===== src/rtl/univ_shift_reg.sv =====
// Universal shift register: parallel load plus multi-cycle shifts (logical, arithmetic, rotate, serial fill).
// Optional feature macro: USR_ROTATE_EN enables rotate in mode 10; otherwise mode 10 acts as logical.
module univ_shift_reg #(
    parameter int WIDTH = 16,
    parameter int CNT_W = 5
) (
    input  logic             clk,
    input  logic             rst,
    input  logic             ld,
    input  logic [WIDTH-1:0] in,
    input  logic             start,
    input  logic             dir,
    input  logic [1:0]       mode,
    input  logic             sin,
    input  logic [CNT_W-1:0] amount,
    output logic [WIDTH-1:0] out,
    output logic             sout,
    output logic             busy,
    output logic             done
);

    typedef enum logic [1:0] {
        IDLE,
        SHIFT,
        DONE
    } state_t;

    state_t           state_reg;
    logic [WIDTH-1:0] data_reg;
    logic             sout_reg;
    logic             busy_reg;
    logic             done_reg;
    logic [CNT_W-1:0] cnt_reg;
    logic             dir_reg;
    logic [1:0]       mode_reg;

    logic             fill_bit;
    logic             depart_bit;
    logic [WIDTH-1:0] shl_next;
    logic [WIDTH-1:0] shr_next;

    // Bit entering the vacated position, chosen from the latched controls.
    always_comb begin
        fill_bit = 1'b0;
        case (mode_reg)
            2'b01:   fill_bit = dir_reg & data_reg[WIDTH-1];
`ifdef USR_ROTATE_EN
            2'b10:   fill_bit = dir_reg ? data_reg[0] : data_reg[WIDTH-1];
`endif
            2'b11:   fill_bit = sin;
            default: fill_bit = 1'b0;
        endcase
    end

    assign depart_bit = dir_reg ? data_reg[0] : data_reg[WIDTH-1];

    generate
        for (genvar gi = 0; gi < WIDTH; gi++) begin : g_shift
            if (gi == 0) begin : g_lsb
                assign shl_next[gi] = fill_bit;
            end else begin : g_lsb_n
                assign shl_next[gi] = data_reg[gi-1];
            end
            if (gi == WIDTH - 1) begin : g_msb
                assign shr_next[gi] = fill_bit;
            end else begin : g_msb_n
                assign shr_next[gi] = data_reg[gi+1];
            end
        end
    endgenerate

    always_ff @(posedge clk) begin
        if (!rst) begin
            state_reg <= IDLE;
            data_reg  <= '0;
            sout_reg  <= 1'b0;
            busy_reg  <= 1'b0;
            done_reg  <= 1'b0;
            cnt_reg   <= '0;
            dir_reg   <= 1'b0;
            mode_reg  <= 2'b00;
        end else begin
            case (state_reg)
                IDLE: begin
                    done_reg <= 1'b0;
                    busy_reg <= 1'b0;
                    if (ld) begin
                        data_reg <= in;
                    end else if (start) begin
                        dir_reg  <= dir;
                        mode_reg <= mode;
                        cnt_reg  <= amount;
                        if (amount != '0) begin
                            state_reg <= SHIFT;
                            busy_reg  <= 1'b1;
                        end else begin
                            state_reg <= DONE;
                            done_reg  <= 1'b1;
                        end
                    end
                end
                SHIFT: begin
                    data_reg <= dir_reg ? shr_next : shl_next;
                    sout_reg <= depart_bit;
                    cnt_reg  <= cnt_reg - 1'b1;
                    // The edge carrying the final shift also leaves SHIFT.
                    if (cnt_reg == CNT_W'(1)) begin
                        state_reg <= DONE;
                        busy_reg  <= 1'b0;
                        done_reg  <= 1'b1;
                    end
                end
                DONE: begin
                    state_reg <= IDLE;
                    done_reg  <= 1'b0;
                    busy_reg  <= 1'b0;
                end
                default: begin
                    state_reg <= IDLE;
                    busy_reg  <= 1'b0;
                    done_reg  <= 1'b0;
                end
            endcase
        end
    end

    assign out  = data_reg;
    assign sout = sout_reg;
    assign busy = busy_reg;
    assign done = done_reg;

endmodule


===== config.mk =====
export PLATFORM = sky130hd
export DESIGN_NAME = univ_shift_reg
export DESIGN_NICKNAME = d
export VERILOG_FILES = /design/src/rtl/univ_shift_reg.sv
export SDC_FILE = /design/constraint.sdc
export NUM_CORES = 1
export LEC_CHECK = 0
export ABC_AREA = 1
export ABC_CLOCK_PERIOD_IN_PS = 1200
export CORE_MARGIN = 2
export CORE_UTILIZATION = 45
export CTS_CLUSTER_SIZE = 25
export DETAILED_ROUTE_END_ITERATION = 12
export GPL_TIMING_DRIVEN = 0
export PLACE_DENSITY = 0.81
export SKIP_CTS_REPAIR_TIMING = 1
export SYNTH_ARGS = -nofsm -noshare
export SYNTH_HDL_FRONTEND = slang
export SYNTH_SLANG_ARGS = --single-unit

===== constraint.sdc =====
create_clock -name clk -period 1.2 [get_ports clk]
set_clock_uncertainty 0.05 [all_clocks]
set_input_delay 0.24 -clock clk [delete_from_list [all_inputs] [get_ports clk]]
set_output_delay 0.24 -clock clk [all_outputs]
set_load 0.005 [all_outputs]

==> flow_metrics.env, run 1 <==
export IMPL_grt_pass1_wl_mm=6.76
export IMPL_io_pin_count=48
export IMPL_yosys_top_cells_area="dfxtp_1 (38%), a21oi_1 (15%), o21ai_0 (11%), nand2_1 (8.0%), nor2_1 (7.3%)"
export IMPL_synthesis_nets=261
export IMPL_path_class="flip-flop to flip-flop"
export IMPL_rr_worst_depth=6
export IMPL_final_nets=333
export IMPL_ys_warnings_count=0
export IMPL_first_global_vias=1542
export IMPL_cp_cell_sequence="inv_6 -> nand2_8 -> buf_2 -> nor2_1 -> o21ai_0 -> a21oi_1"
export IMPL_status="finished, violations left"
export IMPL_rsz0062_at_grt="yes"
export IMPL_yosysTopAreaCell="dfxtp_1"
export IMPL_dp_slack_ns=-0.407
export IMPL_holdPathStages=4
export IMPL_worstReg2RegEnd="out[4]$_SDFFE_PN0P_"
export IMPL_initial_core_util=0.467
export IMPL_die_area_um2=3920
export IMPL_maxCapViolations=0
export IMPL_drt_wl_total_mm=5.08
export IMPL_cp_max_fo=8
export IMPL_multi_input_area_um2=895
export IMPL_first_iter_violations=188
export IMPL_clkTransAtPathRegs_ns=0.10
export IMPL_clock_root_buffer="clkbuf_4"
export IMPL_cts_num_sinks=29
export IMPL_netlist_area_leader_share=0.375
export IMPL_placedInstanceArea_um2=2070
export IMPL_hold_class="input port to flip-flop"
export IMPL_finalCritPeriodShare=1.05
export IMPL_hold_viol_final=0
export IMPL_antenna_found_initial=0
export IMPL_cts_path_max_buffers=2
export IMPL_setup_slack_ns=-0.0612
export IMPL_cp_required_ns=1.42
export IMPL_timing_rr_start="state_reg[1]$_SDFFE_PN0P_"
export IMPL_vias_per_cell=5.42
export IMPL_fmax_mhz=793
export IMPL_num_rows=21
export IMPL_synthDistinctLibCells=21
export IMPL_flow_area_growth_from_synthesis_pct=61.9
export IMPL_numCtsBuffers=5
export IMPL_slowest_stage="dfxtp_4"
export IMPL_peakVddDrop_mv=0.794
export IMPL_ys_seq_area_frac=0.375
export IMPL_route_vias_total=1893
export IMPL_fp_dieH_um=62.6
export IMPL_violations="negative setup slack"
export IMPL_die_w_um=62.6
export IMPL_worstHoldStart="ld"
export IMPL_maxSlewHeadroom=0.850
export IMPL_syn_cell_area_um2=1550
export IMPL_worst_endpoint_arrival_ns=1.48
export IMPL_timing_final_crit_period_ns=1.26
export IMPL_seq_area_um2=613
export IMPL_num_antenna_cells=0
export IMPL_start_kind="flip-flop"
export IMPL_hold_worst_slack_ns=0.338
export IMPL_fillers=238
export IMPL_cts_tree="done"
export IMPL_drive_above_1_share=0.284
export IMPL_post_route_util=0.756
export IMPL_clock_latency_ns=0.35
export IMPL_syn_area_per_cell_um2=6.72
export IMPL_end_kind="flip-flop"
export IMPL_largest_reg_flops=16
export IMPL_syn_inst=230
export IMPL_ant_nets=0
export IMPL_drv_slew=0
export IMPL_grt_overflow=0
export IMPL_hold_end="out[15]$_SDFFE_PN0P_"
export IMPL_place_congestion=0.844
export IMPL_dpl_hpwl_mm=3.09
export IMPL_p_per_area_nw_per_um2=1080
export IMPL_p_leak_nw=1.27
export IMPL_worst_slew_pin_slew_ns=0.224
export IMPL_max_stage_delay_ns=0.38
export IMPL_reg2reg_slack_ns=-0.06
export IMPL_synth_seq_cells=29
export IMPL_core_region_area_um2=3310
export IMPL_final_cell_area_um2=2500
export IMPL_drcViolationCount=0
export IMPL_first_pass_iters=4
export IMPL_power_mw=2.70
export IMPL_grt_start_max_net_pins=11
export IMPL_cts_max_level=2
export IMPL_setup_viol=4
export IMPL_grt_usage=0.219
export IMPL_wl_per_cell_um=14.5
export IMPL_portBuffers=47
==> where the power goes <==
part | switching (mW) | internal, mW | leakage [nW]
Clock | 0.360 | 0.233 | 0.0265
Sequential | 0.0883 | 1.08 | 0.248
Combinational | 0.464 | 0.478 | 0.999
==> layout make-up <==
type | count | share of cell area
Multi-Input combinational cell | 168 | 0.357
Timing Repair Buffer | 65 | 0.268
Clock buffer | 8 | 0.0195
Sequential cell | 29 | 0.245
Inverter | 22 | 0.0400
Buffer | 11 | 0.0475
Tap cell | 46 | 0.0230
==> worst max-delay path: cells and delay by family, from the launching register on <==
kind / cells / cell delay, ns
DFF: 1 / 0.38
buffers and inverters: 2 / 0.26
AOI/OAI and AO/OA: 2 / 0.28
and+or+nand+nor: 2 / 0.20
==> cells in the mapped netlist <==
| cell | number |
|---|---|
| ha_1 | 2 |
| nand2_1 | 33 |
| nor2_1 | 30 |
| buf_4 | 3 |
| nand2_4 | 2 |
| buf_1 | 1 |
| o21ai_0 | 35 |
| o21ai_1 | 3 |
| buf_2 | 3 |
| buf_6 | 3 |
| inv_1 | 16 |
| nand4_1 | 1 |
| clkbuf_1 | 1 |
| nand2_2 | 1 |
| inv_4 | 1 |
| inv_2 | 5 |
| dfxtp_1 | 29 |
| o211ai_1 | 2 |
| nand3_1 | 13 |
| nand3_2 | 1 |
| a21oi_1 | 45 |
==> logic make-up (layout without fill, tap and decap cells) <==
group / Yosys count / count (layout) / synth area share
fa+ha+maj: 2 / 2 / 0.0162
buf+inv: 33 / 106 / 0.106
simple gates: 81 / 81 / 0.224
flops: 29 / 29 / 0.375
compound gates: 85 / 85 / 0.278
==> worst max path at each step <==
stage | from | endpoint | slack, ns
6_report | state_reg[1]$_SDFFE_PN0P_ | out[4]$_SDFFE_PN0P_ | -0.06
5_1_grt | state_reg[1]$_SDFFE_PN0P_ | out[4]$_SDFFE_PN0P_ | -0.12
4_1_cts | out[15]$_SDFFE_PN0P_ | out[15] | -0.39
3_5_place_dp | rst | out[10]$_SDFFE_PN0P_ | -0.41
3_3_place_gp | rst | out[0]$_SDFFE_PN0P_ | -0.37
2_1_floorplan | state_reg[1]$_SDFFE_PN0P_ | out[11]$_SDFFE_PN0P_ | 0.13
==> metal layers <==
layer	GRT usage	routed length [µm]
met3	0.0793	381
met2	0.352	2450
met4	0.0861	153
met1	0.267	2090
met5	0	0
==> cell usage in the layout (no fill, tap or decap), types with 4 or more instances in the layout <==
cell	n
nand2_1	31
a21oi_1	31
nor2_1	29
clkdlybuf4s50_1	27
o21ai_0	22
dfxtp_2	20
dlymetal6s2s_1	20
buf_4	18
inv_1	16
o21ai_1	14
a21oi_2	14
nand3_1	13
dfxtp_1	7
clkbuf_4	5
buf_8	4
==> metrics by stage <==
stage          cells  TNS [ns]
2_1_floorplan    230         0
3_3_place_gp     323     -8.82
3_5_place_dp     323     -9.20
4_1_cts          331     -6.70
5_1_grt          349    -0.599
6_report         349   -0.0968
Note: power is estimated with default switching activity, not from simulation.
==> inputs of run 2 (changes only) <==
- CORE_ASPECT_RATIO: unset -> 1.2
- CTS_BUF_LIST: unset -> sky130_fd_sc_hd__clkbuf_4 sky130_fd_sc_hd__clkbuf_8
==> flow_metrics.env, run 2 (synthesis gave the netlist of run 1 again) <==
export IMPL_wl_per_cell_um=15.2
export IMPL_drv_slew=0
export IMPL_vias_per_cell=5.53
export IMPL_placedInstanceArea_um2=2060
export IMPL_flow_area_growth_from_synthesis_pct=62.5
export IMPL_p_per_area_nw_per_um2=1160
export IMPL_setup_slack_ns=-0.0417
export IMPL_max_stage_delay_ns=0.39
export IMPL_status="finished, violations left"
export IMPL_die_area_um2=3920
export IMPL_end_kind="flip-flop"
export IMPL_slowest_stage="dfxtp_4"
export IMPL_largest_reg_flops=16
export IMPL_setup_viol=5
export IMPL_finalCritPeriodShare=1.03
export IMPL_die_w_um=57.5
export IMPL_cp_max_fo=10
export IMPL_worst_slew_pin_slew_ns=0.329
export IMPL_first_iter_violations=71
export IMPL_clkTransAtPathRegs_ns=0.06
export IMPL_cp_cell_sequence="inv_6 -> nand2_8 -> nand2_8 -> buf_6 -> o21ai_0 -> a21oi_1"
export IMPL_drt_wl_total_mm=5.01
export IMPL_final_common_cell="nand2_1"
export IMPL_grt_usage=0.218
export IMPL_p_leak_nw=1.25
export IMPL_fmax_mhz=805
export IMPL_ant_nets=0
export IMPL_route_vias_total=1819
export IMPL_drcViolationCount=0
export IMPL_grt_pass1_wl_mm=6.60
export IMPL_fillers=236
export IMPL_cp_required_ns=1.31
export IMPL_cts_path_max_buffers=2
export IMPL_numCtsBuffers=5
export IMPL_hold_class="flip-flop to flip-flop"
export IMPL_place_congestion=0.828
export IMPL_num_rows=23
export IMPL_first_pass_iters=6
export IMPL_final_cell_mix="nand2_1 (31), nor2_1 (28), clkdlybuf4s50_1 (27), a21oi_1 (26), o21ai_0 (22)"
export IMPL_grt_start_max_net_pins=11
export IMPL_clock_root_buffer="clkbuf_8"
export IMPL_dpl_hpwl_mm=3.00
export IMPL_drive_above_1_share=0.281
export IMPL_start_kind="flip-flop"
export IMPL_timing_final_crit_period_ns=1.24
export IMPL_num_antenna_cells=0
export IMPL_worst_endpoint_arrival_ns=1.35
export IMPL_dp_slack_ns=-0.389
export IMPL_fp_dieH_um=68.2
export IMPL_grt_overflow=0
export IMPL_maxSlewHeadroom=0.778
export IMPL_path_class="flip-flop to flip-flop"
export IMPL_cpMostUsedCell="nand2_8"
export IMPL_portBuffers=47
export IMPL_violations="negative setup slack"
export IMPL_power_mw=2.92
export IMPL_first_global_vias=1551
export IMPL_cts_tree="done"
export IMPL_io_pin_count=48
export IMPL_critical_path_top_delay_family="flip-flops"
export IMPL_rsz0062_at_grt="yes"
export IMPL_final_cell_area_um2=2510
export IMPL_peakVddDrop_mv=0.870
export IMPL_initial_core_util=0.467
export IMPL_final_nets=322
export IMPL_antenna_found_initial=0
export IMPL_cts_max_level=2
export IMPL_cts_num_sinks=29
export IMPL_clock_latency_ns=0.28
export IMPL_cp_num_buf_inv=2
export IMPL_core_region_area_um2=3310
export IMPL_maxCapViolations=0
export IMPL_hold_viol_final=0
[run 2: cell types whose count changed in the layout (fill, tap and decap cells not counted), moves of 2 or more]
cell | previous run | this run
clkbuf_1 | 3 | 0
clkbuf_8 | 0 | 5
buf_4 | 18 | 6
a21oi_1 | 31 | 26
o21ai_2 | 2 | 4
dfxtp_1 | 7 | 12
dfxtp_2 | 20 | 16
o21ai_1 | 14 | 12
buf_6 | 3 | 6
clkbuf_2 | 2 | 0
a21oi_4 | 0 | 4
[run 2: worst paths after layout]
check / from / to / slack [ns] / cells past startpoint
setup / recovery: state_reg[1]$_SDFFE_PN0P_ / out[8]$_SDFFE_PN0P_ / -0.04 / 6
hold / removal: mode_reg[1]$_SDFFE_PN0P_ / mode_reg[1]$_SDFFE_PN0P_ / 0.43 / 2
setup reg to reg: state_reg[1]$_SDFFE_PN0P_ / out[8]$_SDFFE_PN0P_ / -0.04 / 6
hold reg to reg: mode_reg[1]$_SDFFE_PN0P_ / mode_reg[1]$_SDFFE_PN0P_ / 0.43 / 2
[run 2: layout make-up]
cell class | instances | area (µm²) | area share
tap | 37 | 46.3 | 0.0184
clock buffer | 8 | 91.3 | 0.0363
sequential | 29 | 604 | 0.240
buffer | 11 | 124 | 0.0493
timing repair buffer | 54 | 594 | 0.236
inverter | 22 | 100 | 0.0398
multi-input combinational | 168 | 953 | 0.379
[run 2: metrics by stage]
stage / TNS (ns) / util / hold WS (ns) / instances
floorplan: 0 / - / 0.328 / 230
global placement: -8.81 / 0.623 / 0.408 / 314
detailed placement: -8.91 / 0.623 / 0.415 / 314
CTS: -6.12 / 0.651 / 0.423 / 322
global route: -0.389 / 0.760 / 0.450 / 329
finish: -0.0862 / 0.760 / 0.428 / 329
[run 2: metal layers]
layer	vias up	wire, µm	GRT usage
met5	-	0	0
met4	0	136	0.0988
met3	15	316	0.0624
met2	79	2530	0.364
met1	833	2030	0.260
li1	892	-	-
[run 2: worst reg2reg max path, cell delays in order (launching register included)]
cell     delay (ns)
dfxtp_4        0.39
inv_6          0.06
nand2_8        0.11
nand2_8        0.09
buf_6          0.15
o21ai_0        0.21
a21oi_1        0.08
[run 2: power breakdown]
group          internal [mW]  switching (mW)
Clock                  0.478           0.347
Combinational          0.453           0.468
Sequential              1.08          0.0968
==> patch 1: new RTL, flow settings as in run 2 <==
Register the input `in` before use. The logic sees it one clock later. The other inputs are not delayed to match.
--- a/src/rtl/univ_shift_reg.sv
+++ b/src/rtl/univ_shift_reg.sv
@@ -26,2 +26,8 @@
     } state_t;
+
+    logic [WIDTH-1:0] in_q;
+
+    always_ff @(posedge clk) begin
+        in_q <= in;
+    end
 
@@ -87,3 +93,3 @@
                     if (ld) begin
-                        data_reg <= in;
+                        data_reg <= in_q;
                     end else if (start) begin
Check against the original RTL: not equivalent (a bounded check fails within 4 cycles, from zero or initial values and one cycle with rst low).
==> patch 1 against run 2 <==
- synthesized cell count increased by 7.0%
- non-clock buffer count increased by 6
- maximum frequency increased by 4.5%
- via count increased by 5.1%
- global-route usage decreased by 2.1 points
- sequential cell count increased by 16
- worst setup slack improved by 0.054 ns
- wire length increased by 0.88%
- critical path type unchanged
- power increased by 24%
- first-iteration DRC count decreased by 13%
- area after synthesis increased by 20%
- hold slack got worse by 0.096 ns
- cell area increased by 12%
==> patch 1: results (changes against run 2) <==
- Setup WS pre-CTS: -0.391 ns (-0.00188 ns)
* Number of nets in the layout: 345 (+7.1%)
- The relative max-transition margin is 86.5% (+8.7 points).
- The final antenna diode count came to 0 (unchanged).
- The total negative setup slack was 0 ns (+0.0862 ns).
* Capture point of the worst reg-to-reg path: out[7]
- HP Class: in -> reg
- Worst-path fanout max: 8 (-2)
* CP peak stage delay: 0.38 ns
- Proportion of layout cells with a drive suffix above 1: 25.7% (-2.4 points)
* Top cells by area, synth: sky130_fd_sc_hd__dfxtp_1, sky130_fd_sc_hd__a21oi_1, sky130_fd_sc_hd__o21ai_0
- The via count of the first global-routing pass came to 1634 (+5.4%).
- Net switching component of the power: 1.03 mW (+13%)
- The first-pass GRT wire length is 7180 µm (+8.9%).
- Cell Count, Final, Fillers Out: 369 (+12%)
* Overall fraction of global-route tracks in use: 19.7% (-2.1 points)
* Adder and majority cell fraction of the synthesized area: 1.34% (-0.27 points)
- Number of instances in the synthesized netlist: 246 (+7.0%)
- The number of iterations in the first detailed-routing pass came to 4 (-2).
- The worst endpoint data arrival time is 1.32 ns (-0.03 ns).
- Clk pin slew, worst setup/hold paths: 0.08 ns (+0.02 ns)
- The depth of the worst register-to-register path was 7 (+1).
- Final critical-path setup slack: 0.0120 ns (+0.0537 ns)
- The maximum root-to-sink buffer count is 2 (unchanged).
* Routability congestion estimate: 0.860 (+3.9%)
- The pin count of the biggest net entering global routing was 13 (+2).
- The flow ran to the end, and the final reports show no timing, DRC or antenna violations.
- The static leakage is 1.40 nW (+12%).
* Avg Vias per Cell: 5.18 (-6.3%)
- The placed wire-length estimate came to 3120 µm (+4.1%).
* Post-synthesis sequential area ratio: 48.4% (+11 points)
- The share of the synthesized area in compound gates (AO/OA/AOI/OAI) was 22.5% (-5.3 points).
* Source of the worst register-to-register timing path: state_reg[1]
- First DRT Iteration DRCs: 62 (-13%)
[patch 1: worst min-delay path by stage]
stage,cells past startpoint,to,slack (ns)
final,1,in_q[1],0.33
after global routing,1,in_q[5],0.33
after CTS,1,in_q[9],0.32
after detailed placement,2,mode_reg[1],0.42
after global placement,2,mode_reg[1],0.41
after floorplan,0,in_q[0],0.22
[patch 1: final cells by class]
type	instances	area (µm²)
Buffer	10	97.6
Clock buffer	8	91.3
Fill cell	310	1150
Inverter	20	92.6
Multi-Input combinational cell	171	908
Sequential cell	45	937
Tap cell	54	67.6
Timing Repair Buffer	61	629
[patch 1: power groups by stage]
stage	clock network [mW]	registers [mW]	logic, mW
floorplan	0	1.74	0.408
global placement	0	1.76	0.711
detailed placement	0	1.76	0.727
CTS	0.977	1.72	0.732
global route	1.05	1.76	1.00
finish	0.955	1.75	0.908
[patch 1: worst reg2reg max path: cells and delay by family (launching register included)]
| kind | cells | cell delay, ns |
|---|---|---|
| DFF | 1 | 0.38 |
| AOI/OAI and AO/OA | 2 | 0.19 |
| and+or+nand+nor | 2 | 0.20 |
| buffers and inverters | 3 | 0.26 |
[patch 1: per-stage QoR]
stage	instance area, µm²	total power, mW
5_1_grt	2820	3.81
4_1_cts	2490	3.43
2_1_floorplan	1860	2.15
3_5_place_dp	2400	2.48
6_report	2820	3.61
3_3_place_gp	2400	2.47
[patch 1: routing by layer]
metal  wire length, µm  GRT usage (%)  up-vias
met5                 0              0        -
met4               177           9.38        0
met3               261           4.99       22
met2              2570           33.8       73
met1              2040           23.5      866
li1                  -              -      951
==> patch 2: new RTL, flow settings as in run 2 <==
Without the edit above. Set the parameter `WIDTH` to 24 (it was 16).
--- a/src/rtl/univ_shift_reg.sv
+++ b/src/rtl/univ_shift_reg.sv
@@ -3,3 +3,3 @@
 module univ_shift_reg #(
-    parameter int WIDTH = 16,
+    parameter int WIDTH = 24,
     parameter int CNT_W = 5
Interface: changed (resized in and out); port bits go from 48 to 64. No check against the original RTL was run, so the function may have changed too.
==> patch 2 against run 2 <==
- the run still ends with setup timing left
- wire length up 28%
- synthesized cell count rose by 23%
- cell area rose by 26%
- sequential cell count up 8
- area after synthesis up 25%
- die area increased by 24%
- power rose by 22%
- worst setup slack got worse by 0.0077 ns
==> patch 2: results (changes against run 2) <==
- Commonest cells post-synth: sky130_fd_sc_hd__a21oi_1, sky130_fd_sc_hd__o21ai_0, sky130_fd_sc_hd__nor2_1
- Reported leakage power: 1.62 nW (+30%)
- Maximum number of pins on one net before global-route repair: 12 (+1)
- The weighted congestion at the end of routability-driven global placement came to 0.896 (+8.3%).
* Top cells by area, synth: sky130_fd_sc_hd__dfxtp_1, sky130_fd_sc_hd__a21oi_1, sky130_fd_sc_hd__o21ai_0
- The final reports fail on setup timing.
- The share of synthesized area occupied by flip-flops and latches is 38.2% (+0.63 points).
* CTS Buffer Depth: 2 (unchanged)
- Final worst hold slack: 0.430 ns (+0.00250 ns)
- Placed cell count: 403 (+28%)
- Remaining Overflow, GRT: 0 (unchanged)
- Worst skew pair latency: 0.29 ns
* Result of the run: finished, violations left
- Source of the worst register-to-register timing path: state_reg[0]
* Tightest Pin Transition: 0.275 ns (-0.0543 ns)
- The number of iterations in the first detailed-routing pass was 6 (unchanged).
- The flip-flop count of the largest register after layout was 24 (+8).
* Final setup violation count: 1 (-4)
- CTS placed an instance of sky130_fd_sc_hd__clkbuf_8 at the clock tree root.
- Reg2Reg Depth: 4 (-2)
- The number of nets at the end of the flow came to 413 (+28%).
- The count of distinct cell types in the synthesized netlist came to 22 (+4.8%).
* Diode insertion count for antenna repair: 0 (unchanged)
- The via count of the first global-routing pass was 2070 (+33%).
- Count of input and output buffers: 63 (+34%)
- Proportion of layout cells with a drive suffix above 1: 26.7% (-1.4 points)
- In this run the critical register-to-register path is captured at out[2].
- Wire length of the first global-routing pass: 9640 µm (+46%)
- DRT Wirelength: 6430 µm (+28%)
- The startpoint identified for the worst hold timing path is mode_reg[1].
* Final critical-path setup slack: -0.0494 ns (-0.00771 ns)
- Total vias in the final route: 2376 (+31%)
- Clk pin slew, worst setup/hold paths: 0.08 ns (+0.02 ns)
* Sum of net half-perimeters after detailed placement: 4010 µm (+34%)
- The number of H-tree levels was 2 (unchanged).
- Overall fraction of global-route tracks in use: 24.2% (+2.4 points)
- Critical Path AT: 1.40 ns (+0.05 ns)
- Cell Count, Final, Fillers Out: 431 (+31%)
- The maximum ir drop on the vdd rail was 0.862 mV (-0.91%).
- The number of cells produced by synthesis came to 284 (+23%).
* Nets in the synthesized netlist: 323 (+24%)
* First DRT Iteration DRCs: 174 (+150%)
[patch 2: cell types whose count changed after synthesis, sizes merged]
cell	delta
clkbuf	+3
o21ai	+17
inv	-2
nand4	+1
a21oi	+14
xor2	+1
buf	+4
nand2	-8
nand3	-1
o211ai	+2
nor2	+14
dfxtp	+8
a21boi	+1
[patch 2: report_power, final]
part | internal (mW) | switching, mW
clock | 0.519 | 0.438
combinational | 0.578 | 0.534
sequential | 1.37 | 0.109
total | 2.47 | 1.08
[patch 2: worst max path at each step]
| stage | from | endpoint | slack (ns) | cells past startpoint |
|---|---|---|---|---|
| after floorplan | cnt_reg[0] | cnt_reg[2] | 0.06 | 5 |
| after global placement | rst | out[5] | -0.44 | 4 |
| after detailed placement | rst | out[5] | -0.47 | 4 |
| after CTS | out[23] | out[23] | -0.33 | 1 |
| after global routing | state_reg[0] | out[2] | -0.07 | 4 |
| final | state_reg[0] | out[2] | -0.05 | 4 |
[patch 2: kinds of logic (layout without fill, tap and decap cells)]
| family | count (synthesis) | in the layout | share of synthesized area, % |
|---|---|---|---|
| flops | 37 | 37 | 38.2 |
| simple gates | 87 | 87 | 19.0 |
| xor+xnor | 1 | 1 | 0.451 |
| compound gates | 119 | 119 | 31.3 |
| buf+inv | 38 | 129 | 9.80 |
| fa+ha+maj | 2 | 2 | 1.29 |
[patch 2: cell type report]
| type | count | area [µm²] |
|---|---|---|
| flip-flops and latches | 37 | 790 |
| inverters | 20 | 87.6 |
| clock buffers | 7 | 96.3 |
| well taps | 56 | 70.1 |
| clock inverters | 1 | 5.00 |
| multi-input cells | 209 | 1100 |
| repair buffers | 83 | 868 |
| fillers | 293 | 1020 |
| plain buffers | 18 | 161 |
[patch 2: metal layers]
layer / part of all wire (%) / vias to the layer above / track usage [%]
met5: 0 / - / 0
met3: 6.8 / 19 / 4.01
met4: 1.9 / 0 / 7.17
met2: 51 / 111 / 40.2
li1: - / 1148 / -
met1: 41 / 1098 / 31.9
[patch 2: metrics by stage]
step | util, % | cell area (µm²) | setup WS, ns | TNS, ns
after global placement | 62.9 | 2640 | -0.438 | -12.82
final | 75.7 | 3180 | -0.0494 | -0.0494
after global routing | 75.7 | 3180 | -0.0733 | -0.312
after detailed placement | 62.9 | 2640 | -0.466 | -13.29
after floorplan | - | 1940 | 0.0601 | 0
after CTS | 65.4 | 2740 | -0.330 | -9.95
[patch 2: critical path, stage by stage, from the launching register on]
cell                      delay [ns]
sky130_fd_sc_hd__dfxtp_4        0.38
sky130_fd_sc_hd__inv_4          0.09
sky130_fd_sc_hd__buf_2          0.28
sky130_fd_sc_hd__a21oi_1        0.14
sky130_fd_sc_hd__a21oi_1        0.22
